### config.mk
export PLATFORM = sky130hd
export DESIGN_NAME = duty_ramp_generator_flat
export DESIGN_NICKNAME = d
export VERILOG_FILES = /design/src/rtl/duty_ramp_generator_pkg.sv /design/src/rtl/duty_ramp_generator_if.sv /design/src/rtl/duty_ramp_generator_period_ticker.sv /design/src/rtl/duty_ramp_generator.sv /design/src/flat_wrapper.sv
export SDC_FILE = /design/constraint.sdc
export NUM_CORES = 1
export LEC_CHECK = 0
export CAP_MARGIN = 20
export CORE_AREA = 2 2 142 144
export DETAILED_ROUTE_END_ITERATION = 6
export DIE_AREA = 0 0 144 146
export SYNTH_ARGS = -nofsm -noshare
export SYNTH_HDL_FRONTEND = slang
export SYNTH_SLANG_ARGS = --single-unit
### constraint.sdc
create_clock -name CLK -period 7.6 [get_ports CLK]
set_clock_uncertainty 0.2 [all_clocks]
set_input_delay 1.14 -clock CLK [delete_from_list [all_inputs] [get_ports CLK]]
set_output_delay 1.14 -clock CLK [all_outputs]
set_load 0.005 [all_outputs]
### src/rtl/duty_ramp_generator_pkg.sv
// Shared definitions for the duty ramp generator and the PWM signal generator it feeds.
// The period constant must stay in step with the PWM counter terminal count.
package duty_ramp_generator_pkg;

  localparam int unsigned DUTY_W     = 16;
  localparam int unsigned PWM_PERIOD = 24000;

  typedef enum logic [0:0] {
    StIdle,
    StRamp
  } state_e;

endpackage

### src/rtl/duty_ramp_generator_if.sv
// Target request channel of the duty ramp generator: valid/ready plus target duty and step.
interface duty_ramp_generator_if
  import duty_ramp_generator_pkg::*;
#(
  parameter int unsigned WIDTH = DUTY_W
);

  logic             tgt_valid;
  logic             tgt_ready;
  logic [WIDTH-1:0] tgt_duty;
  logic [WIDTH-1:0] tgt_step;

  modport master (
    output tgt_valid,
    output tgt_duty,
    output tgt_step,
    input  tgt_ready
  );

  modport slave (
    input  tgt_valid,
    input  tgt_duty,
    input  tgt_step,
    output tgt_ready
  );

endinterface

### src/rtl/duty_ramp_generator_period_ticker.sv
// Free-running PWM period counter; period_tick is high while the count sits at its last value.
module duty_ramp_generator_period_ticker
  import duty_ramp_generator_pkg::*;
#(
  parameter int unsigned PERIOD = PWM_PERIOD
) (
  input  logic CLK,
  input  logic Reset,
  output logic period_tick
);

  localparam int unsigned CntW = (PERIOD > 1) ? $clog2(PERIOD) : 1;
  localparam logic [CntW-1:0] LastCnt = CntW'(PERIOD - 1);

  logic [CntW-1:0] pcnt_q, pcnt_d;
  logic            tick_q, tick_d;

  always_comb begin
    pcnt_d = (pcnt_q == LastCnt) ? '0 : pcnt_q + 1'b1;
    // Registered tick: decode the next count so the flag lines up with pcnt == PERIOD-1.
    tick_d = (pcnt_d == LastCnt);
  end

  always_ff @(posedge CLK or negedge Reset) begin
    if (!Reset) begin
      pcnt_q <= '0;
      tick_q <= 1'b0;
    end else begin
      pcnt_q <= pcnt_d;
      tick_q <= tick_d;
    end
  end

  assign period_tick = tick_q;

endmodule

### src/rtl/duty_ramp_generator.sv
// Soft-start/soft-stop duty source for the PWM generator: walks duty toward a requested
// target by a fixed step, changing only on PWM period boundaries.
module duty_ramp_generator
  import duty_ramp_generator_pkg::*;
#(
  parameter int unsigned WIDTH    = DUTY_W,
  parameter int unsigned PERIOD   = PWM_PERIOD,
  parameter int unsigned MAX_DUTY = PWM_PERIOD
) (
  input  logic                        CLK,
  input  logic                        Reset,
  duty_ramp_generator_if.slave        tgt,
  input  logic                        estop,
  output logic [WIDTH-1:0]            duty,
  output logic                        busy,
  output logic                        done,
  output logic                        period_tick
);

  localparam logic [WIDTH:0] MaxDutyW = (WIDTH + 1)'(MAX_DUTY);

  state_e           state_q, state_d;
  logic [WIDTH-1:0] duty_q, duty_d;
  logic [WIDTH-1:0] tgt_q, tgt_d;
  logic [WIDTH-1:0] step_q, step_d;
  logic             done_q, done_d;
  logic             ready_q, ready_d;

  logic             transfer;
  logic [WIDTH-1:0] tgt_clamped;
  logic [WIDTH-1:0] step_fixed;
  logic [WIDTH:0]   duty_w, tgt_w, step_w;
  logic [WIDTH:0]   duty_sum;
  logic [WIDTH-1:0] ramp_next;

  duty_ramp_generator_period_ticker #(
    .PERIOD (PERIOD)
  ) u_period_ticker (
    .CLK         (CLK),
    .Reset       (Reset),
    .period_tick (period_tick)
  );

  assign transfer = tgt.tgt_valid & tgt.tgt_ready & ~estop;

  always_comb begin
    tgt_clamped = ({1'b0, tgt.tgt_duty} > MaxDutyW) ? MaxDutyW[WIDTH-1:0] : tgt.tgt_duty;
    step_fixed  = (tgt.tgt_step == '0) ? WIDTH'(1) : tgt.tgt_step;
  end

  // One extra bit of headroom so neither the rise nor the fall can wrap around.
  always_comb begin
    duty_w   = {1'b0, duty_q};
    tgt_w    = {1'b0, tgt_q};
    step_w   = {1'b0, step_q};
    duty_sum = duty_w + step_w;
    if (duty_q < tgt_q) begin
      ramp_next = (duty_sum >= tgt_w) ? tgt_q : duty_sum[WIDTH-1:0];
    end else if (duty_q > tgt_q) begin
      ramp_next = (step_w >= (duty_w - tgt_w)) ? tgt_q : (duty_q - step_q);
    end else begin
      ramp_next = duty_q;
    end
  end

  always_comb begin
    state_d = state_q;
    duty_d  = duty_q;
    tgt_d   = tgt_q;
    step_d  = step_q;
    done_d  = 1'b0;

    if (estop) begin
      state_d = StIdle;
      duty_d  = '0;
      tgt_d   = '0;
    end else begin
      unique case (state_q)
        StIdle: begin
          if (transfer) begin
            tgt_d   = tgt_clamped;
            step_d  = step_fixed;
            state_d = StRamp;
          end
        end
        StRamp: begin
          // A target equal to the current duty still waits for one tick before finishing.
          if (period_tick) begin
            duty_d = ramp_next;
            if (ramp_next == tgt_q) begin
              state_d = StIdle;
              done_d  = 1'b1;
            end
          end
        end
        default: begin
          state_d = StIdle;
        end
      endcase
    end

    ready_d = (state_d == StIdle) & ~estop;
  end

  always_ff @(posedge CLK or negedge Reset) begin
    if (!Reset) begin
      state_q <= StIdle;
      duty_q  <= '0;
      tgt_q   <= '0;
      step_q  <= WIDTH'(1);
      done_q  <= 1'b0;
      ready_q <= 1'b1;
    end else begin
      state_q <= state_d;
      duty_q  <= duty_d;
      tgt_q   <= tgt_d;
      step_q  <= step_d;
      done_q  <= done_d;
      ready_q <= ready_d;
    end
  end

  assign tgt.tgt_ready = ready_q & ~estop;
  assign duty          = duty_q;
  assign busy          = (state_q == StRamp);
  assign done          = done_q;

endmodule
### src/flat_wrapper.sv
// flat-port wrapper written by rule: the top's interface ports become plain ports
module duty_ramp_generator_flat import duty_ramp_generator_pkg::*;
#(
  parameter int unsigned WIDTH    = DUTY_W,
  parameter int unsigned PERIOD   = PWM_PERIOD,
  parameter int unsigned MAX_DUTY = PWM_PERIOD
)
  (CLK, Reset, estop, duty, busy, done, period_tick, tgt_tgt_valid, tgt_tgt_duty, tgt_tgt_step, tgt_tgt_ready);
  duty_ramp_generator_if #(.WIDTH(WIDTH)) tgt_i ();
  input  logic CLK;
  input  logic Reset;
  input  logic estop;
  output logic [WIDTH-1:0] duty;
  output logic busy;
  output logic done;
  output logic period_tick;
  input wire logic [$bits(tgt_i.tgt_valid)-1:0] tgt_tgt_valid;
  input wire logic [$bits(tgt_i.tgt_duty)-1:0] tgt_tgt_duty;
  input wire logic [$bits(tgt_i.tgt_step)-1:0] tgt_tgt_step;
  output wire logic [$bits(tgt_i.tgt_ready)-1:0] tgt_tgt_ready;
  assign tgt_i.tgt_valid = tgt_tgt_valid;
  assign tgt_i.tgt_duty = tgt_tgt_duty;
  assign tgt_i.tgt_step = tgt_tgt_step;
  assign tgt_tgt_ready = tgt_i.tgt_ready;
  duty_ramp_generator #(.WIDTH(WIDTH), .PERIOD(PERIOD), .MAX_DUTY(MAX_DUTY)) u_core (.CLK(CLK), .Reset(Reset), .tgt(tgt_i), .estop(estop), .duty(duty), .busy(busy), .done(done), .period_tick(period_tick));
endmodule
# [Yosys cells after proc, flatten, opt, wreduce, memory -nomap -nowiden]
# Index checks and enable logic that the tools add are counted.
[totals] elab_cells=57 reg_bits=67 output_inout_bits=20
[op_classes] mux=22 add_sub_neg=4 n_eq_ne=4 bitwise_logic=7 n_reduce_logical=7 n_lt_le_gt_ge=5
[ops] op="16-bit two-way mux" count=12
[ops] op="15-bit == test, second input constant" count=2
[ops] op="16-bit by 16-bit adder with 17-bit output" count=1
[ops] op="16-bit by 17-bit greater-or-equal comparator with 1-bit output" count=1
[ops] op="17-bit by 16-bit greater-or-equal comparator with 1-bit output" count=1
[ops] op="16-bit by 16-bit subtractor with 17-bit output" count=1
[ops] op="16-bit == test" count=1
[ops] op="16-bit by 15-bit greater-than comparator with 1-bit output, second input constant" count=1
[ops] op="16-bit greater-than comparator" count=1
[ops] op="16-bit logical NOT" count=1
[ops] op="16-bit < comparator" count=1
[ops] op="16-bit subtractor" count=1
[ops] op="15-bit by 1-bit adder with 15-bit output, second input constant" count=1
[ops] op="15-bit two-way mux" count=1
[ops] op="1-bit two-way mux" count=8
[ops] op="2-bit nonzero test" count=3
[ops] op="1-bit bitwise AND" count=4
[ops] op="2-bit AND reduction" count=2
[ops] op="1-bit NOT" count=3
[ops] op="3-bit AND reduction" count=1
[ops] op="2-bit != test, second input constant" count=1
[ops] op="1-bit one-hot mux with 2 select lines" count=1

# [Depth between registers and ports, before layout]
# Gate-level depths: netlist (run 1).
[depth] depth_word=12 mapped_depth=23 depth_no_buf=21

# [Modules after synthesis]
# A second synthesis (run 1) with hierarchy kept.
[unflattened] hier_cells=954 area_unflattened_um2=7623.6
[by_module_without_submodules] mod="duty_ramp_generator" area_each_um2=6795.3 cells_each=873 seq_area_each_um2=1278.7 n_inst=1
[by_module_without_submodules] mod="duty_ramp_generator_period_ticker" area_each_um2=828.3 cells_each=81 seq_area_each_um2=400.4 n_inst=1

# [Least setup slack after synthesis (run 1)]
# No wires, ideal clock.
[synth_timing] path_kind="reg2reg" startpoint="register u_core.duty_q[6], in the netlist u_core.duty[6]" endpoint="register u_core.ready_q" arrival_time_ns=4.321 setup_ns=0.078 path_slack_ns=3.001 t_required_ns=7.322 n_path_buf=1 stages_incl_launch_ff=19 synth_period_minus_slack_ns=4.599 path_cell_list="dfrtp_1 ha_1 buf_4 nor2b_1 nor4_1 a211oi_1 nor2_1 xnor2_1 inv_1 ha_1 nand4_1 or4_1 a31oi_1 a2111o_1 nor2_1 a311o_1 nor4_2 nand2b_1 o22ai_1"
[synth_via] elab_chain_cells=12 word_cells_on_any_way=18 cone_classes="add/sub: 3; order compare: 4; eq/ne: 1; mux: 8; bitwise: 2"
[synth_lines] element="start: declaration" line_no="duty_ramp_generator.sv:23" source="logic [WIDTH-1:0] duty_q, duty_d;"
[synth_lines] element="start signal: assignment" line_no="duty_ramp_generator.sv:115" source="duty_q <= duty_d;"
[synth_lines] element="16-bit by 16-bit subtractor with 17-bit output" line_no="duty_ramp_generator.sv:60" source="ramp_next = (step_w >= (duty_w - tgt_w)) ? tgt_q : (duty_q - step_q);"
[synth_lines] element="16-bit by 17-bit greater-or-equal comparator with 1-bit output" line_no="duty_ramp_generator.sv:60"
[synth_lines] element="16-bit two-way mux" line_no="duty_ramp_generator.sv:60"
[synth_lines] element="16-bit two-way mux" line_no="duty_ramp_generator.sv:59" source="end else if (duty_q > tgt_q) begin"
[synth_lines] element="16-bit two-way mux (*)" line_no="duty_ramp_generator.sv:57" source="if (duty_q < tgt_q) begin"
[synth_lines] element="16-bit == test (*)" line_no="duty_ramp_generator.sv:90" source="if (ramp_next == tgt_q) begin"
[synth_lines] element="1-bit two-way mux (*)" line_no="duty_ramp_generator.sv:90"
[synth_lines] element="1-bit two-way mux (*)" line_no="duty_ramp_generator.sv:88" source="if (period_tick) begin"
[synth_lines] element="1-bit one-hot mux with 2 select lines (*)" line_no="duty_ramp_generator.sv:78" source="unique case (state_q)"
[synth_lines] element="1-bit two-way mux (*)" line_no="duty_ramp_generator.sv:73" source="if (estop) begin"
[synth_lines] element="1-bit NOT (*)" line_no="duty_ramp_generator.sv:102" source="ready_d = (state_d == StIdle) & ~estop;"
[synth_lines] element="1-bit bitwise AND (*)" line_no="duty_ramp_generator.sv:102"
[synth_lines] element="net u_core.ready_d" line_no="duty_ramp_generator.sv:27" source="logic ready_q, ready_d;"
[synth_lines] element="end signal: assignment" line_no="duty_ramp_generator.sv:119" source="ready_q <= ready_d;"
[synth_lines] element="end: declaration" line_no="duty_ramp_generator.sv:27"
# Mark *: on every way through the listed nets, which the timed path passes. The rest lies on a longest branch.
# A chain may end at the register's enable or synchronous reset.

# [Worst setup path in the final report (run 1)]
[layout_timing] startpoint="register u_core.duty_q[0], in the netlist u_core.duty[0]" endpoint="register u_core.ready_q"
# Same word-level chain as after synthesis.

==> results of run 1 <==
-- cells in the final DEF, fill, tap and decap left out, drive strengths merged, types with 15 or more instances in the layout --
cell	synthesis	routed
ha	80	80
clkdlybuf4s50	0	54
xor2	15	15
nand3	33	33
o21ai	69	69
dfrtp	65	65
nor4	20	20
inv	68	72
a21oi	79	79
nor2	101	101
nor3	33	33
nand4	17	17
nand2	80	80
a211oi	23	23
xnor2	41	41
-- Yosys cell counts (7+ instances only) --
library cell	instances	area [um^2]
a22o_1	7	61.3
o22ai_1	10	62.6
xnor2_1	41	359
o211ai_1	13	97.6
a21oi_1	79	395
nand4_1	17	106
and3_1	9	56.3
nor4_1	19	119
a211oi_1	20	150
nand2b_1	13	81.3
o21ai_0	63	315
nand3_1	33	165
nand2_1	80	300
o31ai_1	8	60.1
a21o_1	11	82.6
nor2_1	101	379
dfrtp_1	65	1630
a31oi_1	10	62.6
nor3_1	33	165
o21bai_1	10	75.1
xor2_1	15	131
inv_1	67	251
nor2b_1	13	81.3
a221oi_1	7	61.3
ha_1	80	1000
clkbuf_1	30	113
buf_2	9	45.0
-- cell type report --
type                            instances  area [um^2]
Sequential cell                        67         1680
Inverter                               68          255
Timing Repair Buffer                   64          613
Fill cell                            1966        10600
Clock buffer                            9          225
Tap cell                              265          332
Multi-Input combinational cell        817         5540
Clock inverter                          7         83.8
-- kinds of logic after synthesis --
kind of cell	synth area share
AO/OA/AOI/OAI	0.277
XOR/XNOR	0.0672
adder cells (fa/ha/maj)	0.139
buffers and inverters	0.0580
flip-flops	0.220
multiplexers	0.0138
AND/OR/NAND/NOR	0.226
-- power by group through the flow --
stage | combinational, mW | clock (mW) | sequential [mW]
floorplan | 0.724 | 0 | 0.413
global placement | 0.996 | 0 | 0.430
detailed placement | 0.996 | 0 | 0.431
CTS | 1.00 | 0.461 | 0.425
global route | 1.12 | 0.474 | 0.429
finish | 1.03 | 0.453 | 0.426
-- flip-flops by register name (all words and copies together) (netlist names) --
register and flops:
u_core.u_period_ticker.pcnt_q 15, u_core.step_q 16, u_core.ready_q 1, u_core.u_period_ticker.period_tick 1, u_core.done 1, u_core.tgt_q 16, u_core.busy 1, u_core.duty 16
-- through the flow --
| stage | instance area (um^2) | instances |
|---|---|---|
| 3_3_place_gp | 8410 | 1280 |
| 6_report | 8730 | 1297 |
| 5_1_grt | 8730 | 1297 |
| 3_5_place_dp | 8410 | 1280 |
| 2_1_floorplan | 7640 | 997 |
| 4_1_cts | 8720 | 1296 |
-- per-layer routing --
metal | vias to the layer above | track usage | part of all wire
li1 | 3748 | - | -
met1 | 3803 | 0.393 | 0.44
met2 | 403 | 0.393 | 0.43
met3 | 45 | 0.0550 | 0.10
met4 | 0 | 0.0897 | 0.026
met5 | - | 0 | 0
-- path summary, 6_finish.rpt --
check                                                 start                          endpoint  slack [ns]
max                                          u_core.duty[0]                    u_core.ready_q        1.14
min reg2reg                u_core.u_period_ticker.pcnt_q[4]  u_core.u_period_ticker.pcnt_q[4]        0.29
min                        u_core.u_period_ticker.pcnt_q[4]  u_core.u_period_ticker.pcnt_q[4]        0.29
max reg2reg                                  u_core.duty[0]                    u_core.ready_q        1.14
min in group asynchronous                             Reset                 u_core.step_q[13]        0.66
max in group asynchronous                             Reset  u_core.u_period_ticker.pcnt_q[3]        5.84
==> flow_summary.yaml, run 1 <==
timing:
  timing.final.setup_violations: 0
  fin_ws_ns: 1.14
  totalNegativeSetupSlack_ns: 0
  grt_setup_unrepaired: "false"
  period_utilization_post_route: 0.849
  worst-slew-pin-transition_ns: 1.01
  final_hold_viol_count: 0
  worst_slew_margin: 0.325
  clock.fmax_mhz: 155
  final_period_minus_worst_setup_slack_ns: 6.46
  finalMaxSlewViolations: 0
  hold_slack_ns: 0.294
status:
  run_status: "finished, final reports clean"
global_routing:
  grt_max_degree: 68
  wire_length_of_the_first_global_routing_pass_mm: 43.3
  grt_pass1_vias: 7460
  track_usage: 0.269
  grt_overflow_total: 0
  antenna_found_initial: 0
pwr:
  leakagePower_nw: 3.74
  swShare: 0.466
  post-layout-total-power_mw: 1.91
  sequential_power_share: 0.223
  clkPwrFrac: 0.237
  switchingPower_mw: 0.889
  cell_internal_pwr_mw: 1.02
  logic_gate_share_of_total_power: 0.539
  irDropWorstVdd_uv: 117
  power.density_cell_area_mw_per_mm2: 219
setup_path:
  criticalPathCategory: "reg -> reg"
  critical_path.most_common_cell: "a21oi_1"
  worst_path_max_delay_cell: "nand2_1"
  timing.critical_path.slowest_cell_delay_ns: 0.73
  crit_chain: "inv_1 -> ha_1 -> fa_1 -> nand2b_1 -> a21oi_1 -> a311o_1 -> a21oi_1 -> o21bai_1 -> a21oi_1 -> xor2_1 -> ha_1 -> nand3_1 -> nor4_1 -> o31ai_1 -> nand3_1 -> nand2_1 -> o41ai_1 -> nor4_1 -> nor4_2 -> nand2b_1 -> o22ai_1"
  signal_arrival_time_at_the_worst_endpoint_ns: 6.53
  cp_num_cells: 21
  worst_r2r_path_depth: 21
  worstPathRequired_ns: 7.67
  critical_path.max_fanout: 27
  cpLargestDelayFamily: "simple AND/OR/NAND/NOR gates"
  crit_path_start_kind: "flip-flop"
  end_kind: "flip-flop"
  timing.critical_path.buf_inv: 1
synth:
  post_synth_inst_count: 997
  yosys_warnings: 0
  synth-async-reset-ratio: 1.00
  synth_edf_count: 0
  yosysUniqueCellTypes: 82
  syn_area_per_cell_um2: 7.66
  ys.flop_type: "dfrtp_1"
  seq_area_frac_synth: 0.220
  synthesis.nets: 1116
  ys_ff_latch: 67
  mappedNetlistArea_mm2: 0.00764
cts:
  cts_tree: "done"
  cts_resized: 0
  worst_setup_hold_path_clk_slew_ns: 0.06
  holdBufCountCts: 0
  clock_tree.htree_level_count: 3
  cts.root.buffer_cell: "clkbuf_16"
  tritoncts_num_sinks: 67
  post_cts.repair.setup_buffers: 0
  clock_tree.buffer_depth: 2
  cts_buffers: 9
  clkLatencyLatePin_ns: 0.36
placed_design:
  place.port_buffers: 55
  pre_cts_slack_ns: 1.29
  place_congestion: 0.996
  hpwl_mm: 21.5
detailed_routing:
  initialDrtViolationCount: 838
  detail_route.wirelength_mm: 28.2
  drc: 0
  drt_first_pass_iters: 6
  vias_per_cell: 6.17
  wl_per_cell_um: 21.8
  route.antenna.remaining_nets: 0
  vias: 7999
floorplanning:
  die_area_mm2: 0.0210
  floorplan.die.width_um: 144
  initial_core_util: 0.395
  floorplan.core_area_mm2: 0.0193
  io-pin-count: 56
  core.rowCount: 51
  dieHeight_um: 146
final_layout:
  drive_above_1_share: 0.0465
  antenna-diode-count: 0
  layout.core_utilization: 0.451
  finish.net_count: 1146
  area_added_between_synthesis_and_finish_pct: 14.3
worst_hold_path:
  hold_path.class: "reg -> reg"
  whs_path_depth: 1
job:
  timing.max_cap.violations: 0
Note: power is estimated with default switching activity, not from simulation.
==> run 2: changes to the inputs <==
==> constraint.sdc (replaced) <==
create_clock -name CLK -period 6 [get_ports CLK]
set_clock_uncertainty 0.2 [all_clocks]
set_input_delay 0.9 -clock CLK [delete_from_list [all_inputs] [get_ports CLK]]
set_output_delay 0.9 -clock CLK [all_outputs]
set_load 0.005 [all_outputs]
==> flow_summary.yaml, run 2 (same netlist as run 1, synthesis figures left out) <==
status:
  run_status: "finished, final reports clean"
floorplanning:
  floorplan.die.width_um: 144
  floorplan.core_area_mm2: 0.0193
  core.rowCount: 51
  initial_core_util: 0.395
  io-pin-count: 56
  dieHeight_um: 146
  die_area_mm2: 0.0210
timing:
  timing.final.setup_violations: 0
  worst_slew_margin: 0.297
  clock.fmax_mhz: 175
  final_period_minus_worst_setup_slack_ns: 5.70
  totalNegativeSetupSlack_ns: 0
  final_hold_viol_count: 0
  finalMaxSlewViolations: 0
  period_utilization_post_route: 0.950
  worst-slew-pin-transition_ns: 1.05
  grt_setup_unrepaired: "false"
  fin_ws_ns: 0.298
final_layout:
  layout.core_utilization: 0.462
  finish.net_count: 1172
  area_added_between_synthesis_and_finish_pct: 17.0
  drive_above_1_share: 0.0699
  final_common_cell: "nor2_1"
  antenna-diode-count: 0
  fill_cells: 1988
  layoutNonFillerInstCount: 1323
  layout_common_cells: "nor2_1, nand2_1, ha_1, a21oi_1, inv_1"
setup_path:
  criticalPathCategory: "reg -> reg"
  worstPathRequired_ns: 6.03
  signal_arrival_time_at_the_worst_endpoint_ns: 5.73
  timing.critical_path.slowest_cell_delay_ns: 0.54
  critical_path.max_fanout: 30
  crit_chain: "ha_1 -> nor2_1 -> a211o_1 -> a221oi_1 -> a31oi_1 -> xnor2_1 -> ha_1 -> nand4_1 -> or4_1 -> a31oi_1 -> a211oi_4 -> buf_4 -> a211o_1 -> o21a_1 -> a211oi_1 -> and4_4 -> a211oi_2"
  end_kind: "flip-flop"
  r2r_slack_ns: 0.30
  worst_path_max_delay_cell: "ha_1"
  crit_path_start_kind: "flip-flop"
  worst_r2r_path_depth: 17
cts:
  clock_tree.buffer_depth: 2
  cts.root.buffer_cell: "clkbuf_16"
  tritoncts_num_sinks: 67
  clock_tree.htree_level_count: 3
  worst_setup_hold_path_clk_slew_ns: 0.07
  holdBufCountCts: 0
  cts_buffers: 9
  cts_tree: "done"
  cts_resized: 0
  post_cts.repair.setup_buffers: 0
  clkLatencyLatePin_ns: 0.36
detailed_routing:
  vias_per_cell: 6.15
  drt_first_pass_iters: 6
  detail_route.wirelength_mm: 30.0
  vias: 8139
  initialDrtViolationCount: 840
  drc: 0
  route.antenna.remaining_nets: 0
  wl_per_cell_um: 22.7
global_routing:
  grt_max_degree: 68
  antenna_found_initial: 0
  globalRouteMet2Util: 0.428
  top_usage_layer: "met2"
  wire_length_of_the_first_global_routing_pass_mm: 45.3
  track_usage: 0.286
  met1_usage: 0.422
  grt_overflow_total: 0
  grt_pass1_vias: 7588
  groute.layer.met3.usage: 0.0487
placed_design:
  pre_cts_slack_ns: 0.425
  numPlacedInstances: 1307
  place_congestion: 0.988
  place.port_buffers: 55
  hpwl_mm: 23.2
worst_hold_path:
  hold_path.class: "reg -> reg"
  whs_path_depth: 1
pwr:
  power.density_cell_area_mw_per_mm2: 277
  leakagePower_nw: 3.87
  post-layout-total-power_mw: 2.47
  irDropWorstVdd_uv: 154
job:
  timing.max_cap.violations: 0
==> run 2: final timing paths <==
path / from / endpoint
max reg2reg: u_core.duty[6] / u_core.busy
min reg2reg: u_core.u_period_ticker.pcnt_q[4] / u_core.u_period_ticker.pcnt_q[4]
min: u_core.u_period_ticker.pcnt_q[4] / u_core.u_period_ticker.pcnt_q[4]
max: u_core.duty[6] / u_core.busy
min in group asynchronous: Reset / u_core.step_q[12]
max in group asynchronous: Reset / u_core.duty[2]
==> run 2: cell type report <==
cell class	instances	area (um^2)	area share
repair buffers	90	823	0.0921
clock buffers	9	225	0.0252
multi-input cells	817	5540	0.620
flip-flops and latches	67	1680	0.188
well taps	265	332	0.0371
clock inverters	7	81.3	0.00910
inverters	68	255	0.0286
==> run 2: critical path: cells and delay by family, from the launching register on <==
| family | cells | cell delay, ns |
|---|---|---|
| DFF | 1 | 0.51 |
| and+or+nand+nor | 4 | 1.13 |
| buffers and inverters | 1 | 0.25 |
| xor gates and xnor gates | 1 | 0.40 |
| adders and majority gates | 2 | 0.75 |
| AOI/OAI and AO/OA | 9 | 2.31 |
==> run 2: layer usage <==
metal  part of all wire  vias to the layer above
li1                   -                     3801
met5                  0                        -
met1               0.45                     3877
met2               0.44                      401
met4              0.024                        0
met3              0.086                       60
==> run 2: stage by stage <==
stage	hold slack [ns]	cell area, um^2
3_5_place_dp	0.282	8630
2_1_floorplan	0.258	7640
4_1_cts	0.295	8940
5_1_grt	0.316	8940
3_3_place_gp	0.294	8630
6_report	0.296	8940
==> run 2: report_power, final <==
| part | switching (mW) | total [mW] | internal [mW] | leakage [nW] |
|---|---|---|---|---|
| combinational | 0.848 | 1.35 | 0.497 | 2.84 |
| sequential | 0.0508 | 0.540 | 0.489 | 0.883 |
| clock | 0.259 | 0.589 | 0.330 | 0.153 |
| total | 1.16 | 2.47 | 1.32 | 3.87 |
==> run 3: changes to the inputs <==
--- a/config.mk
+++ b/config.mk
@@ -9,6 +9,7 @@
 export CORE_AREA = 2 2 142 144
 export DETAILED_ROUTE_END_ITERATION = 6
 export DIE_AREA = 0 0 144 146
+export GPL_ROUTABILITY_DRIVEN = 1
 export SYNTH_ARGS = -nofsm -noshare
 export SYNTH_HDL_FRONTEND = slang
 export SYNTH_SLANG_ARGS = --single-unit
==> constraint.sdc (replaced) <==
create_clock -name CLK -period 5.05 [get_ports CLK]
set_clock_uncertainty 0.2 [all_clocks]
set_input_delay 0.7575 -clock CLK [delete_from_list [all_inputs] [get_ports CLK]]
set_output_delay 0.7575 -clock CLK [all_outputs]
set_load 0.005 [all_outputs]
==> flow_summary.yaml, run 3 (same netlist as run 1, synthesis figures left out) <==
setup_path:
  criticalPathCategory: "reg -> reg"
  signal_arrival_time_at_the_worst_endpoint_ns: 5.03
  timing.rr.start: "u_core.duty[5]"
  crit_path_start_kind: "flip-flop"
  critical_path.max_fanout: 15
  worstPathRequired_ns: 5.12
  r2r_slack_ns: 0.09
  timing.critical_path.from: "u_core.duty[5]"
  end_kind: "flip-flop"
cts:
  worst_setup_hold_path_clk_slew_ns: 0.07
  clock_tree.buffer_depth: 2
  cts.root.buffer_cell: "clkbuf_16"
  tritoncts_num_sinks: 67
  holdBufCountCts: 0
  clkLatencyLatePin_ns: 0.35
  cts_tree: "done"
  clock_tree.htree_level_count: 3
  cts_buffers: 9
timing:
  timing.final.setup_violations: 0
  clock.fmax_mhz: 202
  final_hold_viol_count: 0
  hold_slack_ns: 0.300
  worst_slew_margin: 0.363
  final_period_minus_worst_setup_slack_ns: 4.96
  worst-slew-pin-transition_ns: 0.950
  period_utilization_post_route: 0.982
  fin_ws_ns: 0.0929
  finalMaxSlewViolations: 0
detailed_routing:
  drc: 0
  initialDrtViolationCount: 898
  wl_per_cell_um: 22.1
  route.antenna.remaining_nets: 0
  vias_per_cell: 6.14
  drt_first_pass_iters: 5
  vias: 8360
  detail_route.wirelength_mm: 30.1
floorplanning:
  core.rowCount: 51
  dieHeight_um: 146
  io-pin-count: 56
  floorplan.core_area_mm2: 0.0193
  initial_core_util: 0.395
  die_area_mm2: 0.0210
  floorplan.die.width_um: 144
worst_hold_path:
  hold_path.class: "reg -> reg"
  holdCritStartpoint: "u_core.u_period_ticker.pcnt_q[4]"
global_routing:
  track_usage: 0.283
  grt_pass1_vias: 7765
  grt_max_degree: 68
  antenna_found_initial: 1
  wire_length_of_the_first_global_routing_pass_mm: 45.5
  grt_overflow_total: 0
final_layout:
  area.sequential_mm2: 0.00169
  layout.core_utilization: 0.488
  fill_cells: 1901
  finish.instance_area_mm2: 0.00944
  antenna-diode-count: 0
  drive_above_1_share: 0.141
  area_of_combinational_cells_with_multiple_inputs_mm2: 0.00574
  layout_common_cells: "nor2_1, nand2_1, a21oi_1, ha_1, buf_4"
  finish.net_count: 1211
  final_common_cell: "nor2_1"
  area_added_between_synthesis_and_finish_pct: 23.7
placed_design:
  hpwl_mm: 23.2
  pre_cts_slack_ns: -0.0252
  place.port_buffers: 55
  place_congestion: 1.04
  detailed_place.area_mm2: 0.00885
status:
  run_status: "finished, final reports clean"
pwr:
  power.density_cell_area_mw_per_mm2: 327
  cell_internal_pwr_mw: 1.67
  switchingPower_mw: 1.42
  sequential_power_share: 0.206
  logic_gate_share_of_total_power: 0.571
  swShare: 0.459
  clkPwrFrac: 0.222
  leakagePower_nw: 4.07
  irDropWorstVdd_uv: 179
  post-layout-total-power_mw: 3.08
job:
  timing.max_cap.violations: 0
-- run 3: cell types whose count changed in the layout (fill, tap and decap cells not counted), moves of 3 or more --
| cell | change |
|---|---|
| buf_4 | +36 |
| dfrtp_1 | -5 |
| dfrtp_2 | +5 |
| ha_1 | -5 |
| a21oi_1 | -4 |
| nor2_1 | -4 |
| nor2_2 | +4 |
| a21oi_2 | +3 |
| a31oi_1 | -3 |
| a31oi_2 | +3 |
| ha_2 | +3 |
| inv_1 | -3 |
| inv_2 | +3 |
-- run 3: layout make-up --
type | count | share of cell area
clock buffers | 9 | 0.0238
clock inverters | 7 | 0.00874
inverters | 68 | 0.0270
multi-input cells | 817 | 0.608
flip-flops and latches | 67 | 0.178
well taps | 265 | 0.0351
repair buffers | 129 | 0.119
-- run 3: worst max-delay path, cell delays in order, from the launching register on --
cell and delay [ns]:
dfrtp_1 0.50, ha_1 0.39, nor2_2 0.08, a211o_1 0.37
a32o_1 0.25, a2111oi_2 0.48, o21ai_0 0.23, nand2b_1 0.19
ha_1 0.27, a211oi_1 0.24, o21ai_0 0.12, nor2_1 0.14
a31oi_2 0.14, a211oi_4 0.25, buf_6 0.23, nand3_1 0.09
a21oi_1 0.27, nor3_2 0.11, and4_4 0.16, a211oi_2 0.16
-- run 3: stage by stage --
step	instances	setup TNS (ns)
2_1_floorplan	997	0
3_3_place_gp	1337	0
3_5_place_dp	1337	-0.0367
4_1_cts	1353	0
5_1_grt	1362	-0.171
6_report	1362	0
-- run 3: routing by layer --
layer,part of all wire,global-route usage
met1,0.44,0.418
met2,0.44,0.423
met3,0.093,0.0467
met4,0.027,0.0843
met5,0.00053,0
-- run 3: power by group through the flow --
stage | registers, mW | clock network, mW | logic (mW)
3_5_place_dp | 0.644 | 0 | 1.61
6_report | 0.636 | 0.686 | 1.76
3_3_place_gp | 0.642 | 0 | 1.61
2_1_floorplan | 0.622 | 0 | 1.09
4_1_cts | 0.635 | 0.688 | 1.63
5_1_grt | 0.641 | 0.708 | 1.90
-- run 3: timing repair --
action / 4_1_cts / 5_1_grt
setup endpoints to repair: 2 / 16
gates resized for setup: 3 / 47
pin swaps: 1 / 16
setup buffers: 0 / 8
-- run 3: worst paths after layout --
check / cells past startpoint / endpoint
hold / removal: 1 / u_core.u_period_ticker.pcnt_q[4]
max in group asynchronous: 1 / u_core.duty[1]
hold reg to reg: 1 / u_core.u_period_ticker.pcnt_q[4]
setup reg to reg: 19 / u_core.busy
min in group asynchronous: 1 / u_core.step_q[14]
setup / recovery: 19 / u_core.busy
